<file path="src/rtl/hazard_pkg.sv">
// rtl/hazard_pkg.sv - shared encodings and helpers for the hazard scoreboard
// Purpose: forwarding-select encodings, the "operand not read" Tuse marker
//          and the saturating Tnew decrement used by the shadow slots.
// Ports:   none (package)
package hazard_pkg;

  localparam logic [1:0] FWD_NONE  = 2'b00;
  localparam logic [1:0] FWD_EX    = 2'b01;
  localparam logic [1:0] FWD_MEM   = 2'b10;
  localparam logic [1:0] FWD_WB    = 2'b11;

  localparam logic [1:0] TUSE_NONE = 2'b11;

  // Tnew counts down as an instruction moves toward WB and bottoms out at 0.
  function automatic logic [7:0] sat_dec(input logic [7:0] t);
    return (t == 8'd0) ? 8'd0 : t - 8'd1;
  endfunction

endpackage

</file>
<file path="src/rtl/hz_slot.sv">
// rtl/hz_slot.sv - one pipeline-stage shadow of {A1, A2, A3, Tnew, RegWrite}
// Purpose: registers the producer info of one pipeline stage. A flush loads
//          an empty slot (bubble); DEC_TNEW ages Tnew by one on the way in.
// Ports:   clk, rst        clock, synchronous active-high reset
//          flush           load an empty slot instead of the inputs
//          *_in            slot contents from the previous stage
//          a1/a2/a3/tnew/regwrite  current slot contents
module hz_slot #(
  parameter int REG_AW   = 5,
  parameter int TW       = 2,
  parameter bit DEC_TNEW = 1'b1
) (
  input  logic              clk,
  input  logic              rst,
  input  logic              flush,
  input  logic [REG_AW-1:0] a1_in,
  input  logic [REG_AW-1:0] a2_in,
  input  logic [REG_AW-1:0] a3_in,
  input  logic [TW-1:0]     tnew_in,
  input  logic              regwrite_in,
  output logic [REG_AW-1:0] a1,
  output logic [REG_AW-1:0] a2,
  output logic [REG_AW-1:0] a3,
  output logic [TW-1:0]     tnew,
  output logic              regwrite
);
  import hazard_pkg::*;

  logic [REG_AW-1:0] a1_q, a1_d, a2_q, a2_d, a3_q, a3_d;
  logic [TW-1:0]     tnew_q, tnew_d;
  logic              regwrite_q, regwrite_d;

  always_comb begin
    a1_d       = a1_in;
    a2_d       = a2_in;
    a3_d       = a3_in;
    tnew_d     = DEC_TNEW ? TW'(sat_dec(8'(tnew_in))) : tnew_in;
    regwrite_d = regwrite_in;
    if (flush) begin
      a1_d       = '0;
      a2_d       = '0;
      a3_d       = '0;
      tnew_d     = '0;
      regwrite_d = 1'b0;
    end
  end

  always_ff @(posedge clk) begin
    if (rst) begin
      a1_q       <= '0;
      a2_q       <= '0;
      a3_q       <= '0;
      tnew_q     <= '0;
      regwrite_q <= 1'b0;
    end else begin
      a1_q       <= a1_d;
      a2_q       <= a2_d;
      a3_q       <= a3_d;
      tnew_q     <= tnew_d;
      regwrite_q <= regwrite_d;
    end
  end

  assign a1       = a1_q;
  assign a2       = a2_q;
  assign a3       = a3_q;
  assign tnew     = tnew_q;
  assign regwrite = regwrite_q;

endmodule

</file>
<file path="src/rtl/hazard_scoreboard.sv">
// rtl/hazard_scoreboard.sv - stall and forwarding producer for the 5-stage pipeline
// Purpose: shadows EX/MEM/WB producers, compares them against the ID-stage
//          reads and their Tuse, and drives stall, forwarding selects and a
//          saturating stall-cycle counter.
// Ports:   clk, rst                 clock, synchronous active-high reset
//          A1_ID/A2_ID, Tuse_rs/rt  ID source registers and when they are used
//          A3_ID, Tnew_ID, RegWrite_ID  ID destination info
//          stall                    freeze PC/IF-ID, bubble into ID/EX
//          fwd_rs/rt_ID, fwd_rs/rt_EX  forwarding selects
//          stall_cnt                stall-cycle count
module hazard_scoreboard #(
  parameter int REG_AW = 5,
  parameter int TW     = 2,
  parameter int CNT_W  = 32
) (
  input  logic              clk,
  input  logic              rst,
  input  logic [REG_AW-1:0] A1_ID,
  input  logic [REG_AW-1:0] A2_ID,
  input  logic [TW-1:0]     Tuse_rs,
  input  logic [TW-1:0]     Tuse_rt,
  input  logic [REG_AW-1:0] A3_ID,
  input  logic [TW-1:0]     Tnew_ID,
  input  logic              RegWrite_ID,
  output logic              stall,
  output logic [1:0]        fwd_rs_ID,
  output logic [1:0]        fwd_rt_ID,
  output logic [1:0]        fwd_rs_EX,
  output logic [1:0]        fwd_rt_EX,
  output logic [CNT_W-1:0]  stall_cnt
);
  import hazard_pkg::*;

  logic [REG_AW-1:0] a1_ex, a2_ex, a3_ex, a1_mem, a2_mem, a3_mem, a1_wb, a2_wb, a3_wb;
  logic [TW-1:0]     tnew_ex, tnew_mem, tnew_wb;
  logic              rw_ex, rw_mem, rw_wb;
  logic              live_ex, live_mem, live_wb;
  logic              rs_used, rt_used, rs_term, rt_term;
  logic [CNT_W-1:0]  stall_cnt_q, stall_cnt_d;
  logic              unused_slot_bits;

  hz_slot #(.REG_AW(REG_AW), .TW(TW), .DEC_TNEW(1'b0)) u_ex (
    .clk(clk), .rst(rst), .flush(stall),
    .a1_in(A1_ID), .a2_in(A2_ID), .a3_in(A3_ID), .tnew_in(Tnew_ID), .regwrite_in(RegWrite_ID),
    .a1(a1_ex), .a2(a2_ex), .a3(a3_ex), .tnew(tnew_ex), .regwrite(rw_ex)
  );

  hz_slot #(.REG_AW(REG_AW), .TW(TW), .DEC_TNEW(1'b1)) u_mem (
    .clk(clk), .rst(rst), .flush(1'b0),
    .a1_in(a1_ex), .a2_in(a2_ex), .a3_in(a3_ex), .tnew_in(tnew_ex), .regwrite_in(rw_ex),
    .a1(a1_mem), .a2(a2_mem), .a3(a3_mem), .tnew(tnew_mem), .regwrite(rw_mem)
  );

  hz_slot #(.REG_AW(REG_AW), .TW(TW), .DEC_TNEW(1'b1)) u_wb (
    .clk(clk), .rst(rst), .flush(1'b0),
    .a1_in(a1_mem), .a2_in(a2_mem), .a3_in(a3_mem), .tnew_in(tnew_mem), .regwrite_in(rw_mem),
    .a1(a1_wb), .a2(a2_wb), .a3(a3_wb), .tnew(tnew_wb), .regwrite(rw_wb)
  );

  // Source addresses of MEM/WB are only carried so the EX slot can hand them on.
  assign unused_slot_bits = ^{a1_mem, a2_mem, a1_wb, a2_wb};

  // $0 is never a live producer, so a match also implies a non-zero source.
  assign live_ex  = rw_ex  && (a3_ex  != '0);
  assign live_mem = rw_mem && (a3_mem != '0);
  assign live_wb  = rw_wb  && (a3_wb  != '0);

  assign rs_used = (Tuse_rs != TW'(TUSE_NONE)) && (A1_ID != '0);
  assign rt_used = (Tuse_rt != TW'(TUSE_NONE)) && (A2_ID != '0);

  assign rs_term = rs_used && ((live_ex  && a3_ex  == A1_ID && tnew_ex  > Tuse_rs) ||
                               (live_mem && a3_mem == A1_ID && tnew_mem > Tuse_rs));
  assign rt_term = rt_used && ((live_ex  && a3_ex  == A2_ID && tnew_ex  > Tuse_rt) ||
                               (live_mem && a3_mem == A2_ID && tnew_mem > Tuse_rt));
  assign stall   = rs_term | rt_term;

  // Youngest matching producer wins; if its value is not ready yet, read the
  // normal path and let the stall hold the consumer.
  function automatic logic [1:0] pick(input logic hit_ex, input logic hit_mem, input logic hit_wb,
                                      input logic rdy_ex, input logic rdy_mem, input logic rdy_wb);
    if (hit_ex)       return rdy_ex  ? FWD_EX  : FWD_NONE;
    else if (hit_mem) return rdy_mem ? FWD_MEM : FWD_NONE;
    else if (hit_wb)  return rdy_wb  ? FWD_WB  : FWD_NONE;
    else              return FWD_NONE;
  endfunction

  always_comb begin
    fwd_rs_ID = FWD_NONE;
    fwd_rt_ID = FWD_NONE;
    if (Tuse_rs != TW'(TUSE_NONE))
      fwd_rs_ID = pick(live_ex && a3_ex == A1_ID, live_mem && a3_mem == A1_ID, live_wb && a3_wb == A1_ID,
                       tnew_ex == '0, tnew_mem == '0, tnew_wb == '0);
    if (Tuse_rt != TW'(TUSE_NONE))
      fwd_rt_ID = pick(live_ex && a3_ex == A2_ID, live_mem && a3_mem == A2_ID, live_wb && a3_wb == A2_ID,
                       tnew_ex == '0, tnew_mem == '0, tnew_wb == '0);
    fwd_rs_EX = pick(1'b0, live_mem && a3_mem == a1_ex, live_wb && a3_wb == a1_ex,
                     1'b0, tnew_mem == '0, tnew_wb == '0);
    fwd_rt_EX = pick(1'b0, live_mem && a3_mem == a2_ex, live_wb && a3_wb == a2_ex,
                     1'b0, tnew_mem == '0, tnew_wb == '0);
  end

  always_comb begin
    stall_cnt_d = stall_cnt_q;
    if (stall && stall_cnt_q != '1)
      stall_cnt_d = stall_cnt_q + CNT_W'(1);
  end

  always_ff @(posedge clk) begin
    if (rst) stall_cnt_q <= '0;
    else     stall_cnt_q <= stall_cnt_d;
  end

  assign stall_cnt = stall_cnt_q;

endmodule

</file>
<file path="config.mk">
export PLATFORM = sky130hd
export DESIGN_NAME = hazard_scoreboard
export DESIGN_NICKNAME = d
export VERILOG_FILES = /design/src/rtl/hazard_pkg.sv /design/src/rtl/hz_slot.sv /design/src/rtl/hazard_scoreboard.sv
export SDC_FILE = /design/constraint.sdc
export NUM_CORES = 1
export LEC_CHECK = 0
export CAP_MARGIN = 30
export CORE_MARGIN = 5
export CORE_UTILIZATION = 50
export DETAILED_ROUTE_END_ITERATION = 16
export GPL_TIMING_DRIVEN = 0
export HOLD_SLACK_MARGIN = 0.15
export PLACE_DENSITY = 0.77
export SLEW_MARGIN = 20
export SYNTH_ARGS = -nofsm -noshare
export SYNTH_HDL_FRONTEND = slang
export SYNTH_SLANG_ARGS = --single-unit
</file>
<file path="constraint.sdc">
create_clock -name clk -period 2.5 [get_ports clk]
set_input_delay 0.375 -clock clk [delete_from_list [all_inputs] [get_ports clk]]
set_output_delay 0.375 -clock clk [all_outputs]
set_load 0.005 [all_outputs]
</file>
After elaboration in Yosys (flattened, before gate mapping)
Cells that the tools add are included.
Widths: inputs -> output; s select.
Word-level totals
  register bits after elaboration: 66
  input bits: 24
  output and inout port bits: 41
  word-level logic and storage cells: 83
Cells by class
  add/sub/neg operators: 3
  order comparisons: 4
  eq/ne operators: 13
  multiplexer cells: 15
  bitwise gates (word level): 1
  reduce and logical (&&, ||, !) cells: 35
Operators by type and width (number)
  $eq 5x5->1: 10
  $add 32x1->32 const B: 1
  $ne 32x32->1 const B: 1
  $mux 2: 14
  $reduce_bool 5->1: 5
  $logic_and 1x1->1: 22
  $gt 2x2->1: 4
  $logic_not 2->1: 3
  $reduce_or 2->1: 3
  $ne 2x2->1 const B: 2
  $sub 2x1->2 const B: 2
  $logic_or 1x1->1: 2
  $mux 1: 1
  $or 1x1->1: 1

Logic depth before layout (Yosys ltp)
Gate-level depths: netlist of run 1.
  word-level depth: 8
  mapped depth: 11
  depth with buffers taken out: 10

Hierarchy
A second synthesis of run 1 with hierarchy kept.
Unflattened totals
  cell total of the unflattened synthesis: 470
  area, all modules: 4588.2 µm²
Modules (own cells, without submodules)
  hazard_scoreboard: instances 1, cells an instance 344, area each 2772.7 µm², sequential area each 640.6 µm²
  hz_slot (u_mem ...): instances 2, cells an instance 43, area each 608.1 µm², sequential area each 360.3 µm²
  hz_slot (u_ex): instances 1, cells an instance 40, area each 599.3 µm², sequential area each 360.3 µm²

Least setup slack after synthesis of run 1
Ideal clock, no wire load.
  path kind: input to register
  start: input port A2_ID[4]
  end: register stall_cnt_q[20], in the netlist stall_cnt[20]
  setup time: 121 ps
  arrival: 2092 ps
  data required time: 2379 ps
  slack: 287 ps
  cell stages on the path: 8
  buffers on the path: 0
  cell sequence: xnor2_1 -> nand3_1 -> nor4_1 -> a22oi_1 -> nand2_4 -> nand4_1 -> nor3_1 -> mux2_2
Between the ends
  word-level cells in the longest chain between the ends: 7
  elaborated cells on any way between the ends: 12
  those cells by class: 2 x eq/ne; 1 x bitwise; 9 x reduce/logical
RTL lines
  from (decl): line hazard_scoreboard.sv:19  | input logic [REG_AW-1:0] A2_ID,
  $eq 5x5->1 (on tied branches): line hazard_scoreboard.sv:73, hazard_scoreboard.sv:74
  $logic_and 1x1->1 (on tied branches) (2 in a row): line hazard_scoreboard.sv:73, hazard_scoreboard.sv:74
  $logic_or 1x1->1: line hazard_scoreboard.sv:73  | assign rt_term = rt_used && ((live_ex && a3_ex == A2_ID && tnew_ex > Tuse_rt) ||
  $logic_and 1x1->1 (*): line hazard_scoreboard.sv:73
  $or 1x1->1 (*): line hazard_scoreboard.sv:75  | assign stall = rs_term | rt_term;
  $logic_and 1x1->1 (*): line hazard_scoreboard.sv:104  | if (stall && stall_cnt_q != '1)
  to (signal assigned): line hazard_scoreboard.sv:110  | else stall_cnt_q <= stall_cnt_d;
  to (decl): line hazard_scoreboard.sv:39  | logic [CNT_W-1:0] stall_cnt_q, stall_cnt_d;
Every way passes the cells marked *; elsewhere a longest branch is shown, timed or not.
A chain may end at the register's enable or synchronous reset.

Worst setup path in the final report of run 1
  start: register u_wb.a3_q[3], in the netlist u_wb.a3[3]
  end: output port fwd_rs_ID[0]
Between the ends
  word-level cells in the longest chain between the ends: 7
  elaborated cells on any way between the ends: 8
  those cells by class: 1 x eq/ne; 4 x mux; 3 x reduce/logical
RTL lines
  from (decl): line hz_slot.sv:29  | logic [REG_AW-1:0] a1_q, a1_d, a2_q, a2_d, a3_q, a3_d;
  from (signal assigned): line hz_slot.sv:52  | a3_q <= '0;
  from (signal assigned): line hz_slot.sv:58  | a3_q <= a3_d;
  $reduce_bool 5->1: line hazard_scoreboard.sv:66  | assign live_wb = rw_wb && (a3_wb != '0);
  $logic_and 1x1->1: line hazard_scoreboard.sv:66
  $logic_and 1x1->1 (*): line hazard_scoreboard.sv:91  | fwd_rs_ID = pick(live_ex && a3_ex == A1_ID, live_mem && a3_mem == A1_ID, live_wb && a3_wb == A1_ID,
  $mux 2 (*): line hazard_scoreboard.sv:83  | else if (hit_wb) return rdy_wb ? FWD_WB : FWD_NONE;
  $mux 2 (*): line hazard_scoreboard.sv:82  | else if (hit_mem) return rdy_mem ? FWD_MEM : FWD_NONE;
  $mux 2 (*): line hazard_scoreboard.sv:81  | if (hit_ex) return rdy_ex ? FWD_EX : FWD_NONE;
  $mux 2 (*): line hazard_scoreboard.sv:90  | if (Tuse_rs != TW'(TUSE_NONE))
  to (decl): line hazard_scoreboard.sv:26  | output logic [1:0] fwd_rs_ID,
Marked as above.

==> results of run 1 <==
[state kept, by name (all words and copies together), names as in the netlist]
name and flops:
u_ex.a2 5, u_mem.regwrite 1, u_wb.regwrite 1, u_wb.tnew 2, u_ex.a3 5, stall_cnt 32
u_ex.tnew 2, u_wb.a3 5, u_mem.tnew 2, u_mem.a3 5, u_ex.regwrite 1, u_ex.a1 5
[cell usage in the layout, fill, tap and decap left out, types with 3 or more instances in the layout]
master,synthesis,routed
a211oi_2,0,5
nor2b_1,23,23
mux2_2,4,3
or4_1,14,9
clkdlybuf4s50_1,0,43
a21oi_1,13,12
nand4_1,12,12
ha_1,11,11
nand2_1,19,19
clkbuf_8,0,11
xnor2_2,0,3
dlygate4sd2_1,0,11
and2_1,19,19
dfxtp_1,66,56
nor3_1,7,5
and3_2,0,3
and3_1,16,13
buf_2,5,9
nand3_1,21,20
inv_1,13,13
nor4_4,0,8
o21ai_0,11,9
or4_4,0,5
nor2_1,26,26
dfxtp_4,0,8
buf_6,2,11
clkbuf_1,18,9
xnor2_1,26,23
buf_4,0,14
xor2_1,40,39
[kinds of logic (layout without fill, tap and decap cells)]
group / Yosys count / in the layout / synth area share (%)
xor gates and xnor gates: 66 / 66 / 16.4
adders and majority gates: 11 / 11 / 3.91
DFF: 66 / 66 / 37.5
and+or+nand+nor: 179 / 179 / 28.8
AOI/OAI and AO/OA: 40 / 40 / 6.85
muxes: 6 / 6 / 1.85
buffers and inverters: 38 / 128 / 4.65
[worst min path at each step]
stage / to / depth (start not counted) / from
3_3_place_gp: u_wb.tnew[0] / 1 / u_mem.tnew[0]
5_1_grt: u_ex.a1[0] / 2 / A1_ID[0]
4_1_cts: u_wb.tnew[0] / 1 / u_mem.tnew[0]
6_report: u_wb.tnew[0] / 1 / u_mem.tnew[0]
2_1_floorplan: u_mem.tnew[0] / 1 / u_ex.tnew[0]
3_5_place_dp: u_wb.tnew[0] / 1 / u_mem.tnew[0]
[through the flow]
| stage | power, mW | hold slack, ns | setup TNS (ns) | worst slack (ns) | util, % |
|---|---|---|---|---|---|
| 2_1_floorplan | 1.26 | 0.401 | 0 | 0.287 | - |
| 3_3_place_gp | 1.34 | 0.422 | -31.31 | -1.05 | 62.7 |
| 3_5_place_dp | 1.35 | 0.423 | -33.73 | -1.07 | 62.7 |
| 4_1_cts | 2.18 | 0.441 | -0.756 | -0.160 | 69.3 |
| 5_1_grt | 2.28 | 0.460 | -2.29 | -0.272 | 71.7 |
| 6_report | 2.20 | 0.437 | -0.927 | -0.209 | 71.7 |
[layout make-up]
cell class,instances,area (µm²)
Buffer,12,63.8
Multi-Input combinational cell,302,2320
Timing Repair Buffer,88,821
Clock buffer,13,159
Tap cell,96,120
Inverter,13,48.8
Fill cell,529,1930
Clock inverter,2,12.5
Sequential cell,66,1350
[where the power goes]
group	internal (mW)	switching, mW	leakage, nW
Combinational	0.131	0.159	1.35
Sequential	1.07	0.0270	0.545
Clock	0.408	0.404	0.0855
Total	1.61	0.590	1.98
[what timing repair did]
item / 4_1_cts / 5_1_grt
buffers inserted: 19 / 7
resized for setup: 101 / 31
pin swaps: 23 / 17
setup endpoints to repair: 50 / 35
[critical path: stages, from the launching register on]
cell and delay (ns):
dfxtp_4 0.35, or4_4 0.12, o211ai_1 0.13, buf_4 0.18
or4_4 0.42, nor4_4 0.36, mux2i_1 0.15, a21oi_1 0.14
buf_2 0.13
[layer usage]
layer / global-route usage, % / routed length (µm) / vias to the layer above
li1: - / - / 1575
met1: 27.5 / 4380 / 1599
met2: 40.6 / 5290 / 146
met3: 4.65 / 597 / 26
met4: 8.30 / 263 / 0
met5: 0 / 0 / -
==> metrics.yaml, run 1 <==
worst_setup_path:
  rr_endpoint: "stall_cnt[20]"
  regToRegStartpoint: "u_mem.a3[4]"
  critPathLaunchType: "flop"
  crit_end: "fwd_rs_ID[0]"
  arrival_ns: 2.33
  cp.required_ns: 2.12
  rr_worst_depth: 10
  path_class: "reg2out"
  cp-startpoint: "u_wb.a3[3]"
  r2r_setup_slack_ns: 0.01
  end_kind: "output port"
  cp_max_fo: 3
placed_design:
  routabilityCongestion: 0.877
  dpl.hpwl_um: 6810
  placed_area_mm2: 0.00428
  placed_cells: 566
  portBuffers: 64
die:
  design.core.area_mm2: 0.00683
  start_util_pct: 51.6
  top_level_ports: 65
  dieArea_mm2: 0.00883
  die_h_um: 93.9
  row_count: 30
  die_w_um: 93.9
logic_synthesis:
  yosysMostFrequentCell: "dfxtp_1"
  synth-edff-count: 0
  async_reset_ff_share_pct: 0
  yosys_register_bits: 66
  synth.area.top_cells: "dfxtp_1 (38%), xor2_1 (9.9%), xnor2_1 (6.5%)"
  yosysUniqueCellTypes: 40
  syn_nets: 441
  yosysTopAreaCellShare_pct: 37.5
  synthCells: 406
  synthTopCellsByCount: "dfxtp_1 (66), xor2_1 (40), nor2_1 (26), xnor2_1 (26), nor2b_1 (23)"
  yosysTopAreaCell: "dfxtp_1"
  syn_avg_cell_area_um2: 8.68
  ys_warn_count: 0
  ys.flop_type: "dfxtp_1"
  yosysSeqAreaShare_pct: 37.5
  synthesis.area_mm2: 0.00352
detailed_routing:
  viasPerCell: 5.65
  wl_um: 10500
  vias: 3346
  ant_nets: 0
  drc: 0
  first_iter_violations: 183
  wl_per_cell_um: 17.8
  drt_pass1_iterations: 4
timing:
  rsz0062_at_grt: "yes"
  final-setup-viol-count: 7
  hold_violations: 0
  slew_viol_final: 0
  slew_headroom_pct: 68.5
  period_share_pct: 108
  skew_ns: 0.00657
  layout_setup_ws_ns: -0.209
  worst_pin_slew_ns: 0.473
  clock.fmax_ghz: 0.369
  fin_crit_ns: 2.71
finish:
  design_area_mm2: 0.00490
  layoutNonFillerInstCount: 592
  nNetsFinal: 527
  area_delta_synth_final_pct: 39.1
  diodes: 0
  drive_gt1_share_pct: 21.8
clocking:
  tritoncts: "yes"
  cts_buffers: 9
  cts_root_buffer: "clkbuf_8"
  clock-sinks: 66
  cts_buffer_depth: 2
  htreeDepth: 3
  clkTransAtPathRegs_ns: 0.07
  clock_latency_ns: 0.34
  cts_hold_buf: 0
global_routing:
  grt_pass1_vias: 3354
  grt_max_degree: 19
  antenna_found_initial: 0
  grt.total_usage_pct: 23.0
  grt-ovfl-total: 0
  grt_pass1_wl_um: 16200
status:
  status: "finished with violations"
  violations: "setup timing"
power_and_ir_drop:
  leakage_nw: 1.98
  powerDensity_mw_per_mm2: 449
  ir_worst_vdd_mv: 0.285
flow_run:
  maxCapViolCount: 0
hold_path:
  holdCritPathClass: "reg2reg"
Power figures use the tool's default switching activity.
==> inputs of run 2 (changes only) <==
--- a/config.mk
+++ b/config.mk
@@ -12,6 +12,7 @@
 export GPL_TIMING_DRIVEN = 0
 export HOLD_SLACK_MARGIN = 0.15
 export PLACE_DENSITY = 0.77
+export RECOVER_POWER = 100
 export SLEW_MARGIN = 20
 export SYNTH_ARGS = -nofsm -noshare
 export SYNTH_HDL_FRONTEND = slang
==> metrics.yaml, run 2 (synthesized netlist as in run 1, its figures left out) <==
status:
  status: "finished with violations"
  violations: "setup timing"
die:
  die_w_um: 93.9
  start_util_pct: 51.6
  top_level_ports: 65
  die_h_um: 93.9
  row_count: 30
  design.core.area_mm2: 0.00683
  dieArea_mm2: 0.00883
timing:
  hold_violations: 0
  layout_setup_ws_ns: -0.205
  timing.setup.tns_ns: -2.06
  period_share_pct: 108
  fin_crit_ns: 2.70
  final-setup-viol-count: 33
  slew_viol_final: 0
  worst_pin_slew_ns: 0.600
  rsz0062_at_grt: "yes"
  worst_hold_slack_ns: 0.446
  clock.fmax_ghz: 0.370
  skew_ns: 0.00680
  slew_headroom_pct: 59.7
clocking:
  htreeDepth: 3
  cts_buffer_depth: 2
  cts_buffers: 9
  cts_root_buffer: "clkbuf_8"
  clock_latency_ns: 0.34
  clock-sinks: 66
  clkTransAtPathRegs_ns: 0.07
  tritoncts: "yes"
power_and_ir_drop:
  leakage_nw: 2.09
  powerDensity_mw_per_mm2: 450
  power_mw: 2.20
  ir_worst_vdd_mv: 0.282
worst_setup_path:
  regToRegStartpoint: "u_mem.a3[3]"
  cp_max_fo: 3
  rr_worst_depth: 10
  r2r_setup_slack_ns: -0.11
  rr_endpoint: "stall_cnt[20]"
  cp_slowest_cell: "or4_4"
  critPathLaunchType: "flop"
  worstPathCellList: "or4_4, o211ai_1, buf_4, or4_4, nor4_4, mux2i_1, a21oi_1, buf_2"
  arrival_ns: 2.33
  slowest_delay_ns: 0.42
  cp_common_cell: "or4_4"
  path_class: "reg2out"
  cp.required_ns: 2.12
  end_kind: "output port"
hold_path:
  hold_end: "u_wb.tnew[0]"
  min_from: "u_mem.tnew[0]"
  holdPathStages: 1
  holdCritPathClass: "reg2reg"
global_routing:
  grt_pass1_wl_um: 16200
  grt_max_degree: 19
  antenna_found_initial: 0
  grt-ovfl-total: 0
  grt_pass1_vias: 3354
  grt.total_usage_pct: 23.0
finish:
  area_delta_synth_final_pct: 38.5
  diodes: 0
  n_fill_cell: 533
  layoutNonFillerInstCount: 592
  largest_reg_flops: 32
  nNetsFinal: 527
  final_common_cell: "dfxtp_1"
  drive_gt1_share_pct: 21.0
  final_cell_mix: "dfxtp_1 (57), xor2_1 (39), dlygate4sd3_1 (33)"
placed_design:
  portBuffers: 64
  dpl.hpwl_um: 6810
  routabilityCongestion: 0.877
  placed_cells: 566
detailed_routing:
  wl_per_cell_um: 17.7
  top_layer: "met4"
  route.met2.wl_um: 5250
  vias: 3307
  ant_nets: 0
  drt_pass1_iterations: 4
  wl_um: 10500
  routedLengthMet1_um: 4340
  drc: 0
  viasPerCell: 5.59
  first_iter_violations: 166
  route.met3.wl_um: 565
flow_run:
  maxCapViolCount: 0
-- run 2: cell types whose count changed in the layout (fill, tap and decap cells not counted) --
cell / delta
clkdlybuf4s50_1: -33
dlygate4sd3_1: +33
a22oi_1: +1
a22oi_2: -1
and3_1: +1
and3_2: -1
buf_2: -1
clkbuf_1: +1
dfxtp_1: +1
dfxtp_4: -1
nor4_2: +1
nor4_4: -1
-- run 2: timing repair --
action,in CTS,in global routing
endpoints found under the setup margin,50,35
pin swaps,23,17
buffers inserted,19,7
gates resized for setup,101,31
hold buffers,0,0
-- run 2: worst max-delay path by stage --
stage | end | depth (start not counted) | startpoint | slack [ns]
after floorplan | stall_cnt[20] | 8 | A2_ID[4] | 0.29
after global placement | stall | 8 | A1_ID[0] | -1.05
after detailed placement | stall | 8 | A1_ID[4] | -1.07
after CTS | fwd_rt_ID[1] | 7 | u_wb.a3[4] | -0.16
after global routing | fwd_rs_ID[0] | 8 | u_wb.a3[3] | -0.27
final | fwd_rs_ID[0] | 8 | u_wb.a3[3] | -0.20
-- run 2: report_power, final --
part           switching [mW]  internal (mW)  total (mW)
logic                   0.157          0.130       0.287
registers              0.0269           1.07        1.10
clock network           0.400          0.408       0.808
-- run 2: stage by stage --
stage	instance area, µm²	worst slack (ns)	util, %
after floorplan	3520	0.287	-
after global placement	4280	-1.05	62.7
after detailed placement	4280	-1.07	62.7
after CTS	4730	-0.160	69.3
after global routing	4880	-0.272	71.4
final	4880	-0.205	71.4
-- run 2: per-layer routing --
metal  track usage [%]  up-vias
met1              27.5     1597
li1                  -     1572
met2              40.6      110
met4              8.30        0
met3              4.65       28
met5                 0        -
-- run 2: layout make-up --
class / count / area [µm²] / share of cell area (%)
plain buffers: 12 / 63.8 / 1.31
inverters: 13 / 48.8 / 1.00
clock buffers: 13 / 159 / 3.26
clock inverters: 2 / 12.5 / 0.256
well taps: 96 / 120 / 2.46
multi-input cells: 302 / 2310 / 47.3
flip-flops and latches: 66 / 1350 / 27.7
repair buffers: 88 / 820 / 16.8
-- run 2: critical path: cells and delay by family (launching register included) --
family | cells | cell delay, ns
and+or+nand+nor | 3 | 0.90
DFF | 1 | 0.35
buffers and inverters | 2 | 0.31
AOI/OAI and AO/OA | 2 | 0.27
muxes | 1 | 0.15
==> inputs of run 3 (changes only) <==
--- a/config.mk
+++ b/config.mk
@@ -13,6 +13,7 @@
 export HOLD_SLACK_MARGIN = 0.15
 export PLACE_DENSITY = 0.77
 export RECOVER_POWER = 100
+export SETUP_SLACK_MARGIN = 0.4
 export SLEW_MARGIN = 20
 export SYNTH_ARGS = -nofsm -noshare
 export SYNTH_HDL_FRONTEND = slang
==> metrics.yaml, run 3 (synthesized netlist as in run 1, its figures left out) <==
finish:
  fin_util_pct: 78.6
  diodes: 0
  design_area_mm2: 0.00537
  nNetsFinal: 551
  drive_gt1_share_pct: 30.1
  area_delta_synth_final_pct: 52.4
  final_cell_mix: "dfxtp_1 (59), xor2_1 (40), clkdlybuf4s50_1 (35)"
  layoutNonFillerInstCount: 617
  final_common_cell: "dfxtp_1"
  largest_reg_flops: 32
die:
  row_count: 30
  design.core.area_mm2: 0.00683
  die_h_um: 93.9
  dieArea_mm2: 0.00883
  start_util_pct: 51.6
  top_level_ports: 65
  die_w_um: 93.9
power_and_ir_drop:
  powerDensity_mw_per_mm2: 459
  ir_worst_vdd_mv: 0.291
  power_mw: 2.47
  leakage_nw: 2.26
clocking:
  clock_latency_ns: 0.36
  cts_buffer_depth: 2
  cts_buffers: 9
  tritoncts: "yes"
  clkTransAtPathRegs_ns: 0.08
  clock-sinks: 66
  cts_root_buffer: "clkbuf_8"
  cts_hold_buf: 0
  htreeDepth: 3
timing:
  timing.setup.tns_ns: -2.44
  clock.fmax_ghz: 0.363
  fin_crit_ns: 2.76
  final-setup-viol-count: 30
  period_share_pct: 110
  worst_pin_slew_ns: 0.527
  layout_setup_ws_ns: -0.258
  worst_hold_slack_ns: 0.438
  slew_viol_final: 0
  hold_violations: 0
  skew_ns: 0.00904
  slew_headroom_pct: 64.9
  rsz0062_at_grt: "yes"
flow_run:
  maxCapViolCount: 0
global_routing:
  use_met2_pct: 41.5
  grt_util_met3_pct: 4.33
  grt.total_usage_pct: 23.7
  grt_pass1_wl_um: 16500
  grt_pass1_vias: 3386
  antenna_found_initial: 0
  grt_max_degree: 13
  top_usage_layer: "met2"
  grt-ovfl-total: 0
  grtUsageMet1_pct: 28.5
worst_setup_path:
  rr_endpoint: "stall_cnt[22]"
  slowest_delay_ns: 0.55
  worst-path-buf-inv: 3
  end_kind: "output port"
  regToRegStartpoint: "u_mem.a3[2]"
  cp.required_ns: 2.12
  cp_max_fo: 3
  arrival_ns: 2.38
  path_class: "reg2out"
  r2r_setup_slack_ns: -0.12
  critPathLaunchType: "flop"
  rr_worst_depth: 13
  cpLargestDelayFamily: "simple AND/OR/NAND/NOR gates"
  worstPathCellList: "buf_6, or4_4, o21ai_4, buf_6, nor4_4, nor4_4, mux2i_1, a21oi_1, buf_2"
  cp_slowest_cell: "or4_4"
detailed_routing:
  vias: 3451
  wl_per_cell_um: 18.6
  first_iter_violations: 182
  wl_um: 11500
  ant_nets: 0
  drc: 0
  viasPerCell: 5.59
  drt_pass1_iterations: 5
placed_design:
  placed_cells: 566
  portBuffers: 64
  routabilityCongestion: 0.938
  pre_cts_ws_ns: -0.923
  dpl.hpwl_um: 6690
  placed_area_mm2: 0.00441
hold_path:
  min_from: "u_ex.tnew[0]"
  holdCritPathClass: "reg2reg"
  hold_end: "u_mem.tnew[0]"
  holdPathStages: 1
status:
  status: "finished with violations"
  violations: "setup timing"
## run 3: cell count changes in the layout (fill, tap and decap cells not counted), sizes merged
| cell | delta |
|---|---|
| nand2 | +1 |
| dlygate4sd2 | -2 |
| dlygate4sd3 | -22 |
| bufinv | +2 |
| clkinv | +2 |
| clkdlybuf4s50 | +25 |
| dlymetal6s2s | -1 |
| buf | +20 |
## run 3: repair_timing
item	CTS	global route
hold endpoints to repair	0	0
endpoints found under the setup margin	59	59
cloned	1	2
buffers inserted	22	10
pin swaps	16	40
gates resized for setup	109	70
## run 3: power by group
group	internal (mW)	switching (mW)	leakage [nW]
clock	0.590	0.454	0.112
sequential	1.08	0.0236	0.542
combinational	0.151	0.169	1.60
## run 3: area by class of cell
class	instances	area [µm²]
fill	419	1460
multi-input combinational	303	2470
inverter	13	48.8
buffer	25	220
timing repair buffer	98	952
clock inverter	6	90.1
tap	96	120
sequential	66	1330
clock buffer	10	138
## run 3: layer usage
metal,part of all wire (%),routed length [µm]
met2,52,5960
met5,0,0
met1,40,4580
met4,2.6,301
met3,5.3,611
## run 3: how the worst max path moves through the flow
stage,from,endpoint,slack (ns),cells past startpoint
6_report,u_mem.a3[2],fwd_rt_ID[0],-0.26,9
5_1_grt,u_mem.a3[3],fwd_rt_ID[0],-0.37,9
4_1_cts,u_wb.a3[3],fwd_rs_ID[0],-0.20,10
3_5_place_dp,A1_ID[0],stall,-0.92,8
3_3_place_gp,A1_ID[0],stall,-0.92,8
2_1_floorplan,u_mem.a3[1],stall_cnt[20],0.36,9
